==> config.mk <==
export PLATFORM = sky130hd
export DESIGN_NAME = sdram_arbiter
export DESIGN_NICKNAME = d
export VERILOG_FILES = /design/src/rtl/sdram_pkg.sv /design/src/rtl/sdram_cmd_mux.sv /design/src/rtl/sdram_arbiter.sv
export SDC_FILE = /design/constraint.sdc
export NUM_CORES = 1
export LEC_CHECK = 0
export ABC_AREA = 1
export CAP_MARGIN = 25
export CORE_UTILIZATION = 33
export DETAILED_ROUTE_END_ITERATION = 12
export PLACE_DENSITY = 0.78
export SLEW_MARGIN = 20
export SYNTH_ARGS = -nofsm -noshare
export SYNTH_HDL_FRONTEND = slang
export SYNTH_HIERARCHICAL = 1
export SYNTH_SLANG_ARGS = --single-unit
==> constraint.sdc <==
create_clock -name sclk -period 1.6 [get_ports sclk]
set_clock_uncertainty 0.15 [all_clocks]
set_input_delay 0.32 -clock sclk [delete_from_list [all_inputs] [get_ports sclk]]
set_output_delay 0.32 -clock sclk [all_outputs]
set_load 0.02 [all_outputs]
==> src/rtl/sdram_pkg.sv <==
// Shared SDRAM constants: command encodings, bus widths and the arbiter state encoding.
package sdram_pkg;

    localparam int ROW_W  = 13;
    localparam int COL_W  = 9;
    localparam int BANK_W = 2;
    localparam int CMD_W  = 4;
    localparam int DQ_W   = 16;

    // {cs_n, ras_n, cas_n, we_n}
    localparam logic [CMD_W-1:0] CMD_NOP  = 4'b0111;
    localparam logic [CMD_W-1:0] CMD_PRE  = 4'b0010;
    localparam logic [CMD_W-1:0] CMD_AREF = 4'b0001;
    localparam logic [CMD_W-1:0] CMD_ACT  = 4'b0011;
    localparam logic [CMD_W-1:0] CMD_RD   = 4'b0101;
    localparam logic [CMD_W-1:0] CMD_WR   = 4'b0100;

    typedef enum logic [4:0] {
        S_INIT  = 5'b00001,
        S_ARBIT = 5'b00010,
        S_AREF  = 5'b00100,
        S_WRITE = 5'b01000,
        S_READ  = 5'b10000
    } arb_state_t;

    typedef enum logic {
        GRANT_WR = 1'b0,
        GRANT_RD = 1'b1
    } rw_grant_t;

endpackage

==> src/rtl/sdram_cmd_mux.sv <==
// Combinational state-to-pins mux: routes the owning engine's cmd/addr/bank and the
// write data enable onto the SDRAM pins; NOP while arbitrating.
module sdram_cmd_mux
    import sdram_pkg::*;
(
    input  arb_state_t         state,
    input  logic [CMD_W-1:0]   init_cmd,
    input  logic [ROW_W-1:0]   init_addr,
    input  logic [CMD_W-1:0]   ref_cmd,
    input  logic [ROW_W-1:0]   ref_addr,
    input  logic [CMD_W-1:0]   wr_cmd,
    input  logic [ROW_W-1:0]   wr_addr,
    input  logic [BANK_W-1:0]  wr_bank,
    input  logic               wr_data_oe,
    input  logic [CMD_W-1:0]   rd_cmd,
    input  logic [ROW_W-1:0]   rd_addr,
    input  logic [BANK_W-1:0]  rd_bank,
    output logic [CMD_W-1:0]   sdram_cmd,
    output logic [ROW_W-1:0]   sdram_addr,
    output logic [BANK_W-1:0]  sdram_bank,
    output logic               sdram_dq_oe
);

    always_comb begin
        sdram_cmd   = CMD_NOP;
        sdram_addr  = '0;
        sdram_bank  = '0;
        sdram_dq_oe = 1'b0;
        unique case (state)
            S_INIT: begin
                sdram_cmd  = init_cmd;
                sdram_addr = init_addr;
            end
            S_AREF: begin
                sdram_cmd  = ref_cmd;
                sdram_addr = ref_addr;
            end
            S_WRITE: begin
                sdram_cmd   = wr_cmd;
                sdram_addr  = wr_addr;
                sdram_bank  = wr_bank;
                sdram_dq_oe = wr_data_oe;
            end
            S_READ: begin
                sdram_cmd  = rd_cmd;
                sdram_addr = rd_addr;
                sdram_bank = rd_bank;
            end
            default: ;
        endcase
    end

endmodule

==> src/rtl/sdram_arbiter.sv <==
// SDRAM bus arbiter: init hold-off, refresh-first grant FSM with grant timeout.
// Define SDRAM_ARB_RR_EN for round-robin write/read priority (default: write over read).
module sdram_arbiter
    import sdram_pkg::*;
#(
    parameter int TIMEOUT_CYC = 1023
) (
    input  logic               sclk,
    input  logic               s_rst_n,
    input  logic               init_end,
    input  logic [CMD_W-1:0]   init_cmd,
    input  logic [ROW_W-1:0]   init_addr,
    input  logic               ref_req,
    input  logic               ref_end,
    input  logic [CMD_W-1:0]   ref_cmd,
    input  logic [ROW_W-1:0]   ref_addr,
    output logic               ref_en,
    input  logic               wr_req,
    input  logic               wr_end,
    input  logic [CMD_W-1:0]   wr_cmd,
    input  logic [ROW_W-1:0]   wr_addr,
    input  logic [BANK_W-1:0]  wr_bank,
    input  logic [DQ_W-1:0]    wr_data,
    input  logic               wr_data_oe,
    output logic               wr_en,
    input  logic               rd_req,
    input  logic               rd_end,
    input  logic [CMD_W-1:0]   rd_cmd,
    input  logic [ROW_W-1:0]   rd_addr,
    input  logic [BANK_W-1:0]  rd_bank,
    output logic               rd_en,
    output logic               sdram_cke,
    output logic [CMD_W-1:0]   sdram_cmd,
    output logic [ROW_W-1:0]   sdram_addr,
    output logic [BANK_W-1:0]  sdram_bank,
    output logic [DQ_W-1:0]    sdram_dq_out,
    output logic               sdram_dq_oe,
    output logic               arb_err
);

    localparam int CNT_W = $clog2(TIMEOUT_CYC + 1);
    localparam logic [CNT_W-1:0] CNT_MAX  = CNT_W'(TIMEOUT_CYC);
    localparam logic [CNT_W-1:0] CNT_LAST = CNT_W'(TIMEOUT_CYC - 1);

    arb_state_t       state_reg;
    arb_state_t       state_next;
    logic [CNT_W-1:0] cnt_reg;
    logic             arb_err_reg;
    logic             cke_reg;
    logic             granted;
    logic             end_hit;
    logic             timeout_hit;
    logic             pick_rd;

`ifdef SDRAM_ARB_RR_EN
    rw_grant_t last_grant_reg;

    always_ff @(posedge sclk or negedge s_rst_n) begin
        if (!s_rst_n) begin
            last_grant_reg <= GRANT_RD;
        end else if (state_reg == S_ARBIT && state_next == S_WRITE) begin
            last_grant_reg <= GRANT_WR;
        end else if (state_reg == S_ARBIT && state_next == S_READ) begin
            last_grant_reg <= GRANT_RD;
        end
    end

    assign pick_rd = (last_grant_reg == GRANT_WR);
`else
    assign pick_rd = 1'b0;
`endif

    always_comb begin
        granted     = (state_reg == S_AREF) || (state_reg == S_WRITE) || (state_reg == S_READ);
        end_hit     = ((state_reg == S_AREF)  && ref_end) ||
                      ((state_reg == S_WRITE) && wr_end)  ||
                      ((state_reg == S_READ)  && rd_end);
        // Fires on the last allowed cycle so the grant lasts exactly TIMEOUT_CYC cycles.
        timeout_hit = granted && (cnt_reg == CNT_LAST);
        state_next  = state_reg;
        unique case (state_reg)
            S_INIT: begin
                if (init_end) state_next = S_ARBIT;
            end
            S_ARBIT: begin
                if (ref_req)                state_next = S_AREF;
                else if (wr_req && rd_req)  state_next = pick_rd ? S_READ : S_WRITE;
                else if (wr_req)            state_next = S_WRITE;
                else if (rd_req)            state_next = S_READ;
            end
            S_AREF, S_WRITE, S_READ: begin
                if (end_hit || timeout_hit) state_next = S_ARBIT;
            end
            default: state_next = S_INIT;
        endcase
    end

    always_ff @(posedge sclk or negedge s_rst_n) begin
        if (!s_rst_n) begin
            state_reg   <= S_INIT;
            cnt_reg     <= '0;
            arb_err_reg <= 1'b0;
            cke_reg     <= 1'b0;
        end else begin
            state_reg   <= state_next;
            cke_reg     <= 1'b1;
            arb_err_reg <= timeout_hit && !end_hit;
            if (state_next != state_reg) begin
                cnt_reg <= '0;
            end else if (granted && cnt_reg != CNT_MAX) begin
                cnt_reg <= cnt_reg + 1'b1;
            end
        end
    end

    assign ref_en       = (state_reg == S_AREF);
    assign wr_en        = (state_reg == S_WRITE);
    assign rd_en        = (state_reg == S_READ);
    assign arb_err      = arb_err_reg;
    assign sdram_cke    = cke_reg;
    assign sdram_dq_out = wr_data;

    sdram_cmd_mux u_cmd_mux (
        .state       (state_reg),
        .init_cmd    (init_cmd),
        .init_addr   (init_addr),
        .ref_cmd     (ref_cmd),
        .ref_addr    (ref_addr),
        .wr_cmd      (wr_cmd),
        .wr_addr     (wr_addr),
        .wr_bank     (wr_bank),
        .wr_data_oe  (wr_data_oe),
        .rd_cmd      (rd_cmd),
        .rd_addr     (rd_addr),
        .rd_bank     (rd_bank),
        .sdram_cmd   (sdram_cmd),
        .sdram_addr  (sdram_addr),
        .sdram_bank  (sdram_bank),
        .sdram_dq_oe (sdram_dq_oe)
    );

endmodule

# Word level (Yosys, flattened, before mapping)
# Cells that the tools add are included.
# word_totals
register_bits	17
in_bits	98
word_cells	41
# classes
addsub	1
eq_ne	8
mux	13
reduce_logical	15
# op_table
op	count
$pmux W13 S4	1
$mux W5	6
$mux W10	2
$pmux W4 S4	1
$pmux W5 S3	1
$add A10 B1 Y10 const B	1
$eq A10 B10 Y1 const B	1
$ne A10 B10 Y1 const B	1
$logic_and A1 B1 Y1	7
$eq A5 B1 Y1 const B	1
$eq A5 B2 Y1 const B	1
$eq A5 B3 Y1 const B	1
$eq A5 B4 Y1 const B	1
$eq A5 B5 Y1 const B	1
$logic_or A1 B1 Y1	5
$ne A5 B5 Y1	1
$pmux W2 S2	1
$reduce_or A3 Y1	1
$reduce_bool A2 Y1	1
$logic_not A1 Y1	1
$mux W1	1

# Longest topological paths before layout
# Gate-level depths: netlist of the first run.
# logic_depth
ltp_word	9
depth_mapped	9

# Modules after synthesis
# The synthesis of the first run kept the hierarchy.
# modules_own_cells
mod	n_inst	cells_each	area_each_um2	seq_area_each_um2
sdram_arbiter	1	151	1301.2	426.7
sdram_cmd_mux	1	134	807.0	0.0

# Worst setup path after synthesis of the first run
# No wires, ideal clock.
# synth_timing
kind	reg-to-reg
startpoint	register state_reg[2]
endpoint	register cnt_reg[0]
setup_time_ns	0.081
t_arrival_ns	1.609
path_slack_ns	-0.240
path_stages_with_launch	9
path_cell_list	dfrtp_1 -> inv_1 -> nor2_2 -> nand3_2 -> inv_1 -> nand3_2 -> a21oi_4 -> nand3_4 -> nor3_2
# synth_via
elab_chain_len	9
# synth_lines
item	line_no	rtl
from (decl)	sdram_arbiter.sv:45	arb_state_t state_reg;
from (signal assigned)	sdram_arbiter.sv:105	state_reg <= state_next;
$eq A5 B3 Y1 *	--	
via ref_en	sdram_arbiter.sv:17	output logic ref_en,
$logic_and A1 B1 Y1 or $logic_or A1 B1 Y1 (tied branches)	sdram_arbiter.sv:75, sdram_arbiter.sv:74	
$logic_or A1 B1 Y1 (on tied branches)	sdram_arbiter.sv:75, sdram_arbiter.sv:74	
$logic_or A1 B1 Y1 or $logic_and A1 B1 Y1 (tied branches)	sdram_arbiter.sv:76, sdram_arbiter.sv:79	
$logic_or A1 B1 Y1	sdram_arbiter.sv:92	if (end_hit || timeout_hit) state_next = S_ARBIT;
$mux W5	sdram_arbiter.sv:92	
$pmux W5 S3	sdram_arbiter.sv:81	unique case (state_reg)
$ne A5 B5 Y1	sdram_arbiter.sv:108	if (state_next != state_reg) begin
$mux W10 or $reduce_bool A2 Y1 (tied branches)	--	
to (signal assigned)	sdram_arbiter.sv:111	cnt_reg <= cnt_reg + 1'b1;
to (decl)	sdram_arbiter.sv:47	logic [CNT_W-1:0] cnt_reg;
# The timed path passes the listed nets; every way through them passes the cells marked *.
# A chain may end at the register's enable or synchronous reset.

# Final worst setup path of the first run
# layout_timing
startpoint	register state_reg[0]
endpoint	output port sdram_addr[10]
# layout_via
elab_chain_len	2
# layout_lines
item	line_no	rtl
$eq A5 B5 Y1, or another cell as far along	sdram_cmd_mux.sv:29	unique case (state)
$pmux W13 S4 *	sdram_cmd_mux.sv:29	
to (decl)	sdram_arbiter.sv:34	output logic [ROW_W-1:0] sdram_addr,
# Mark *: on every way between the ends. The rest lies on a longest branch, timed or not.

==> summary.md, run 1 <==
| Metric | Value |
|---|---|
| Violated checks | negative setup slack |
| Worst Setup Start Kind | flip-flop |
| Clock share of power | 7.2% |
| CP endpoint kind | primary output |
| Initial Util | 35.0% |
| FFs w/ async S/R, synth | 100% |
| Die area | 0.00671 mm^2 |
| Antenna-violating nets left | 0 |
| EDFF count, synth | 0 |
| Initial antenna violation count | 0 |
| Post-synthesis sequential area ratio | 20.2% |
| CTS HTree Levels | 1 |
| ANT cells | 0 |
| Vias in the first global route | 2566 |
| Logic pwr share | 81.4% |
| R2R Path Start | state_reg[0]$_DFF_PN1_ |
| Req. time, crit path | 1130 ps |
| Worst setup margin | -546 ps |
| Pint | 2.40 mW |
| CP Data Arrival Time | 1680 ps |
| Status | finished, violations left |
| Fillers | 460 |
| Vias per inst | 5.62 |
| Worst ir drop on vdd | 0.783 mV |
| Leak | 1.64 nW |
| Hold Crit Class | in -> async |
| #FFs+latches synth | 17 |
| Clk Latency, worst-skew pair | 260 ps |
| Final setup vio count | 37 |
| Crit path kind | reg -> out |
| Netlist cell types | 34 |
| P&R area growth vs syn | 86.2% |
| Non-Filler Instances | 503 |
| I/O pin count | 139 |
| Min Tclk post-route | 2150 ps |
| Post-place instance area | 0.00357 mm^2 |
| First-pass GRT wire length | 11.5 mm |
| Finished Cell Area | 0.00393 mm^2 |
| Clk buf depth | 2 |
| Quantity of I/O buffers inserted on ports | 106 |
| R2r setup slk | -500 ps |
| CTS Buf Count | 3 |
| Pwr Density | 1210 mW/mm^2 |
| Sequential Power Share | 11.4% |
| TritonCTS clock tree | built |
| Reg area | 432 um^2 |
| Syn_nets | 385 |
| Switching Fraction | 49.7% |
| Max Cap Violations | 0 |
| Chip height | 81.9 um |
| Gr usage total | 21.9% |
| Period utilisation layout | 134% |
| Detailed Place HPWL | 5.52 mm |
| Max FFs per register | 10 |
| Layout net count | 529 |
| WL/cell | 16.2 um |
| Layout cell share with drive strength beyond 1 | 38.6% |
| Clk root buf | clkbuf_8 |
| CTS clk-pin slew, worst paths | 70 ps |
| Total negative slack | -15890 ps |
| Number of remaining DRC errors | 0 |
| Post-Syn Area | 0.00211 mm^2 |
| Hold Slack | 224 ps |
| Final WL | 8.16 mm |
| Area of the multi-input gates | 0.00150 mm^2 |
| Worst R2R Path Depth | 10 |
| Vias | 2825 |
| RSZ-0062 raised after global routing | true |
| Routability cong. | 0.885 |
| Final hold viol count | 0 |
| Synthesized area per cell | 7.40 um^2 |
| Core ar. | 0.00603 mm^2 |
| Syn Inst Count | 285 |
| Worst-path maximum fanout | 16 |
| Row count | 28 |
| Grt total ovfl | 0 |
| Max-slew violation count | 0 |
| DRT iter0 DRCs | 147 |
| Fmax | 0.466 GHz |
| Die W | 81.9 um |
| Placed Cells | 484 |
| Reg-to-Reg End | cnt_reg[2]$_DFFE_PN0P_ |
| Ys flop type | dfrtp_1 |
| Switching power | 2.37 mW |
| CTS Sinks | 17 |
| YS warnings | 6 |
| Largest net degree at the start of global routing | 26 |
| DR pass1 iterations | 4 |
## final cells by class
class	count	area share (%)
Clock buffer	3	1.05
Clock inverter	1	0.128
Inverter	30	3.06
Multi-Input combinational cell	205	38.3
Sequential cell	17	11.0
Tap cell	75	2.39
Timing Repair Buffer	172	44.1
## worst max-delay path by stage
stage | cells after the start | startpoint | slack (ps) | endpoint
final | 7 | state_reg[0]$_DFF_PN1_ | -550 | sdram_addr[10]
after detailed placement | 6 | state_reg[1]$_DFF_PN0_ | -610 | sdram_bank[0]
after CTS | 6 | state_reg[0]$_DFF_PN1_ | -470 | sdram_addr[10]
after floorplan | 8 | state_reg[0]$_DFF_PN1_ | -140 | cnt_reg[0]$_DFFE_PN0P_
after global placement | 6 | state_reg[1]$_DFF_PN0_ | -580 | sdram_bank[1]
after global routing | 10 | state_reg[0]$_DFF_PN1_ | -600 | cnt_reg[2]$_DFFE_PN0P_
## through the flow
stage          worst slack (ps)  util, %  power (mW)
6_report                   -546     65.1        4.76
3_3_place_gp               -578     59.2        3.83
4_1_cts                    -467     62.4        4.36
2_1_floorplan              -144        -        2.61
3_5_place_dp               -607     59.2        3.90
5_1_grt                    -601     65.1        5.01
## synth_stat cells, types with 5 or more instances
| cell | number | area, um^2 |
|---|---|---|
| nand4_1 | 87 | 544 |
| nand2_1 | 28 | 105 |
| inv_1 | 25 | 93.8 |
| buf_4 | 18 | 135 |
| nor2_1 | 18 | 67.6 |
| dfrtp_1 | 16 | 400 |
| buf_2 | 12 | 60.1 |
| nor3_2 | 11 | 110 |
| nand3_1 | 10 | 50.1 |
| nand3_2 | 6 | 60.1 |
| nor2_4 | 6 | 67.6 |
| xor2_1 | 6 | 52.6 |
| inv_2 | 5 | 18.8 |
## timing repair
item                       CTS  global route
pin swaps                   12            18
cloned                       2             2
setup buffers                7             5
resized for setup          142            22
setup endpoints to repair   41            39
hold buffers                 0             0
## logic make-up after synthesis
logic type / after synthesis / share of synthesized area, %
AOI/OAI and AO/OA: 13 / 5.28
xor gates and xnor gates: 8 / 3.32
adders and majority gates: 2 / 1.19
buffers and inverters: 64 / 16.0
DFF: 17 / 20.2
other: 1 / 0.178
and+or+nand+nor: 180 / 53.8
## routing by layer
layer | track usage (%) | routed length [um]
met1 | 23.5 | 2900
met2 | 43.1 | 4320
met3 | 3.22 | 806
met4 | 7.02 | 136
met5 | 0 | 0
## cells in the final DEF (no fill, tap or decap), types with 2 or more instances in the layout
master / instances
o21ai_4: 2
clkbuf_8: 3
o22ai_2: 3
nand2_4: 2
buf_6: 27
nand2_2: 5
nand3_1: 7
inv_1: 19
xnor2_1: 2
nand2_1: 23
nor2_1: 13
dlygate4sd2_1: 2
dfrtp_2: 4
nand3_2: 5
inv_4: 3
buf_12: 6
buf_2: 7
bufbuf_16: 2
inv_2: 8
nand3_4: 7
xor2_1: 6
clkdlybuf4s50_1: 81
a21oi_1: 2
nand4_4: 2
nor2_4: 9
a21oi_4: 2
nand4_1: 87
nor3_2: 11
dfrtp_1: 12
nor3_1: 2
ha_1: 2
nor2_2: 6
buf_4: 45
## worst max-delay path: stages, from the launching register on
cell and delay, ps:
dfstp_2 550, buf_4 120, nor2_4 30, buf_12 150, buf_12 150, nand4_1 110, nand4_1 130, buf_6 160
## power groups by stage
stage | logic, mW | registers, mW | clock network [mW]
6_report | 3.88 | 0.541 | 0.342
2_1_floorplan | 2.01 | 0.598 | 0
4_1_cts | 3.47 | 0.551 | 0.340
3_5_place_dp | 3.35 | 0.553 | 0
5_1_grt | 4.10 | 0.547 | 0.362
3_3_place_gp | 3.28 | 0.547 | 0
No activity file was read; power rests on OpenSTA's default activity.
==> run 2, diff against run 1 <==
CORE_MARGIN = 10   (was default)
GPL_TIMING_DRIVEN = 0   (was default)
==> run 2 against run 1 <==
The flow still finishes with violations (negative setup slack). Register-to-register slack is essentially flat. Final cell count grew 4.6%. Hold slack gained 140 ps. Worst setup slack gained 46 ps. Combinational power grew 17%. Routed wire length grew 32%. Cell area grew 8.4%. Non-clock buffer count grew 20.
==> summary.md, run 2 (same netlist as run 1, synthesis figures left out) <==
| Metric | Value |
|---|---|
| R2r setup slk | -490 ps (about the same) |
| CTS Sinks | 17 (unchanged) |
| First-pass GRT wire length | 15.6 mm (+35%) |
| Violated checks | negative setup slack |
| Post-CTS Hold Fix Bufs | 0 (unchanged) |
| Gr usage total | 18.9% (-3.0 points) |
| Status | finished, violations left |
| Worst ir drop on vdd | 0.946 mV (+21%) |
| Largest net degree at the start of global routing | 18 (-31%) |
| CTS Buf Count | 3 (unchanged) |
| Initial Util | 33.6% (-1.4 points) |
| Number of remaining DRC errors | 0 (unchanged) |
| Clk buf depth | 2 (unchanged) |
| Worst setup margin | -500 ps (+46.4 ps) |
| CP endpoint kind | primary output |
| Fmax | 0.476 GHz (+2.2%) |
| CTS HTree Levels | 1 (unchanged) |
| Total negative slack | -15300 ps (+587 ps) |
| Final hold viol count | 0 (unchanged) |
| Pwr Density | 1280 mW/mm^2 (+5.2%) |
| Max FFs per register | 10 (unchanged) |
| Vias in the first global route | 2960 (+15%) |
| Initial antenna violation count | 0 (unchanged) |
| I/O pin count | 139 (unchanged) |
| Layout net count | 550 (+4.0%) |
| R2R Path Start | state_reg[3]$_DFF_PN0_ |
| Placed Cells | 484 (unchanged) |
| Worst R2R Path Depth | 8 (-2) |
| Req. time, crit path | 1130 ps (about the same) |
| Clk Latency, worst-skew pair | 250 ps (about the same) |
| CTS clk-pin slew, worst paths | 70 ps (about the same) |
| Routability cong. | 0.909 (+2.7%) |
| Hold Crit Class | in -> async |
| Final WL | 10.8 mm (+32%) |
| Die W | 99.9 um (+22%) |
| RSZ-0062 raised after global routing | true |
| Die area | 0.00999 mm^2 (+49%) |
| CP Data Arrival Time | 1630 ps (-50 ps) |
| Commonest cells after routing, fill and taps aside | clkdlybuf4s50_1 (97), nand4_1 (87), buf_4 (42) |
| Core ar. | 0.00628 mm^2 (+4.2%) |
| Slew @ Worst Pin | 775 ps |
| P&R area growth vs syn | 102% |
| Worst-path maximum fanout | 8 (-8) |
| Period utilisation layout | 131% (-2.9 points) |
| DR pass1 iterations | 5 (+1) |
| Leak | 1.76 nW (+6.9%) |
| Worst Setup Start Kind | flip-flop |
| Reg-to-Reg End | cnt_reg[9]$_DFFE_PN0P_ |
| Clk root buf | clkbuf_8 |
| ANT cells | 0 (unchanged) |
| Detailed Place HPWL | 7.64 mm (+38%) |
| Commonest non-fill, non-tap cell in the layout | clkdlybuf4s50_1 |
| Vias per inst | 5.58 (-0.62%) |
| Chip height | 99.9 um (+22%) |
| DRT iter0 DRCs | 206 (+40%) |
| Row count | 29 (+3.6%) |
| WL/cell | 20.5 um (+27%) |
| Final setup vio count | 38 (+2.7%) |
| Grt total ovfl | 0 (unchanged) |
| TritonCTS clock tree | built |
| Max-slew violation count | 0 (unchanged) |
| Finished Core Util | 67.8% (+2.6 points) |
| Quantity of I/O buffers inserted on ports | 122 (+15%) |
| Antenna-violating nets left | 0 (unchanged) |
| Max Cap Violations | 0 (unchanged) |
| Min Tclk post-route | 2100 ps (-46.4 ps) |
| Crit path kind | reg -> out |
| Vias | 2936 (+3.9%) |
| Non-Filler Instances | 526 (+4.6%) |
| Worst relative slew slack | 48.1% |
| Layout cell share with drive strength beyond 1 | 39.0% (+0.42 points) |
[run 2: metrics by stage]
| stage | power, mW | area [um^2] | worst slack [ps] | hold WS, ps |
|---|---|---|---|---|
| 5_1_grt | 5.68 | 4250 | -595 | 418 |
| 3_3_place_gp | 3.77 | 3550 | -760 | 398 |
| 2_1_floorplan | 2.61 | 2230 | -144 | -126 |
| 6_report | 5.43 | 4250 | -500 | 368 |
| 4_1_cts | 5.05 | 4010 | -483 | 396 |
| 3_5_place_dp | 3.80 | 3550 | -770 | 420 |
[run 2: worst max-delay path by stage]
| stage | from | endpoint | slack [ps] | cells past startpoint |
|---|---|---|---|---|
| 6_report | state_reg[3]$_DFF_PN0_ | sdram_addr[12] | -500 | 7 |
| 5_1_grt | state_reg[0]$_DFF_PN1_ | cnt_reg[1]$_DFFE_PN0P_ | -600 | 9 |
| 4_1_cts | state_reg[0]$_DFF_PN1_ | sdram_cmd[0] | -480 | 8 |
| 3_5_place_dp | state_reg[0]$_DFF_PN1_ | sdram_addr[10] | -770 | 6 |
| 3_3_place_gp | state_reg[0]$_DFF_PN1_ | sdram_addr[10] | -760 | 6 |
| 2_1_floorplan | state_reg[0]$_DFF_PN1_ | cnt_reg[0]$_DFFE_PN0P_ | -140 | 8 |
[run 2: worst max-delay path: stages (launching register included)]
cell	delay [ps]
dfrtp_2	470
buf_12	150
nor2_4	90
buf_12	150
buf_8	130
nand4_1	110
nand4_1	130
buf_6	140
[run 2: cell type report]
type,count,area [um^2]
plain buffers,33,314
clock buffers,3,41.3
clock inverters,1,5.00
fillers,471,2020
inverters,30,138
multi-input cells,206,1570
flip-flops and latches,17,432
well taps,77,96.3
repair buffers,159,1660
[run 2: metal layers]
| metal | share of wire, % | global-route usage (%) | vias to the layer above |
|---|---|---|---|
| met4 | 2.0 | 4.41 | 0 |
| met1 | 36 | 21.9 | 1376 |
| met2 | 52 | 35.2 | 166 |
| met3 | 10 | 2.95 | 31 |
| met5 | 0 | 0 | - |
| li1 | - | - | 1363 |
[run 2: what timing repair did]
item,in CTS,in global routing
buffers inserted,25,8
resized for setup,167,36
gates cloned,4,2
pin swaps,29,13
endpoints found under the setup margin,38,39
[run 2: power by group]
part / total (mW) / switching, mW / internal, mW
Sequential: 0.558 / 0.0724 / 0.486
Combinational: 4.55 / 2.44 / 2.11
Clock: 0.325 / 0.152 / 0.173
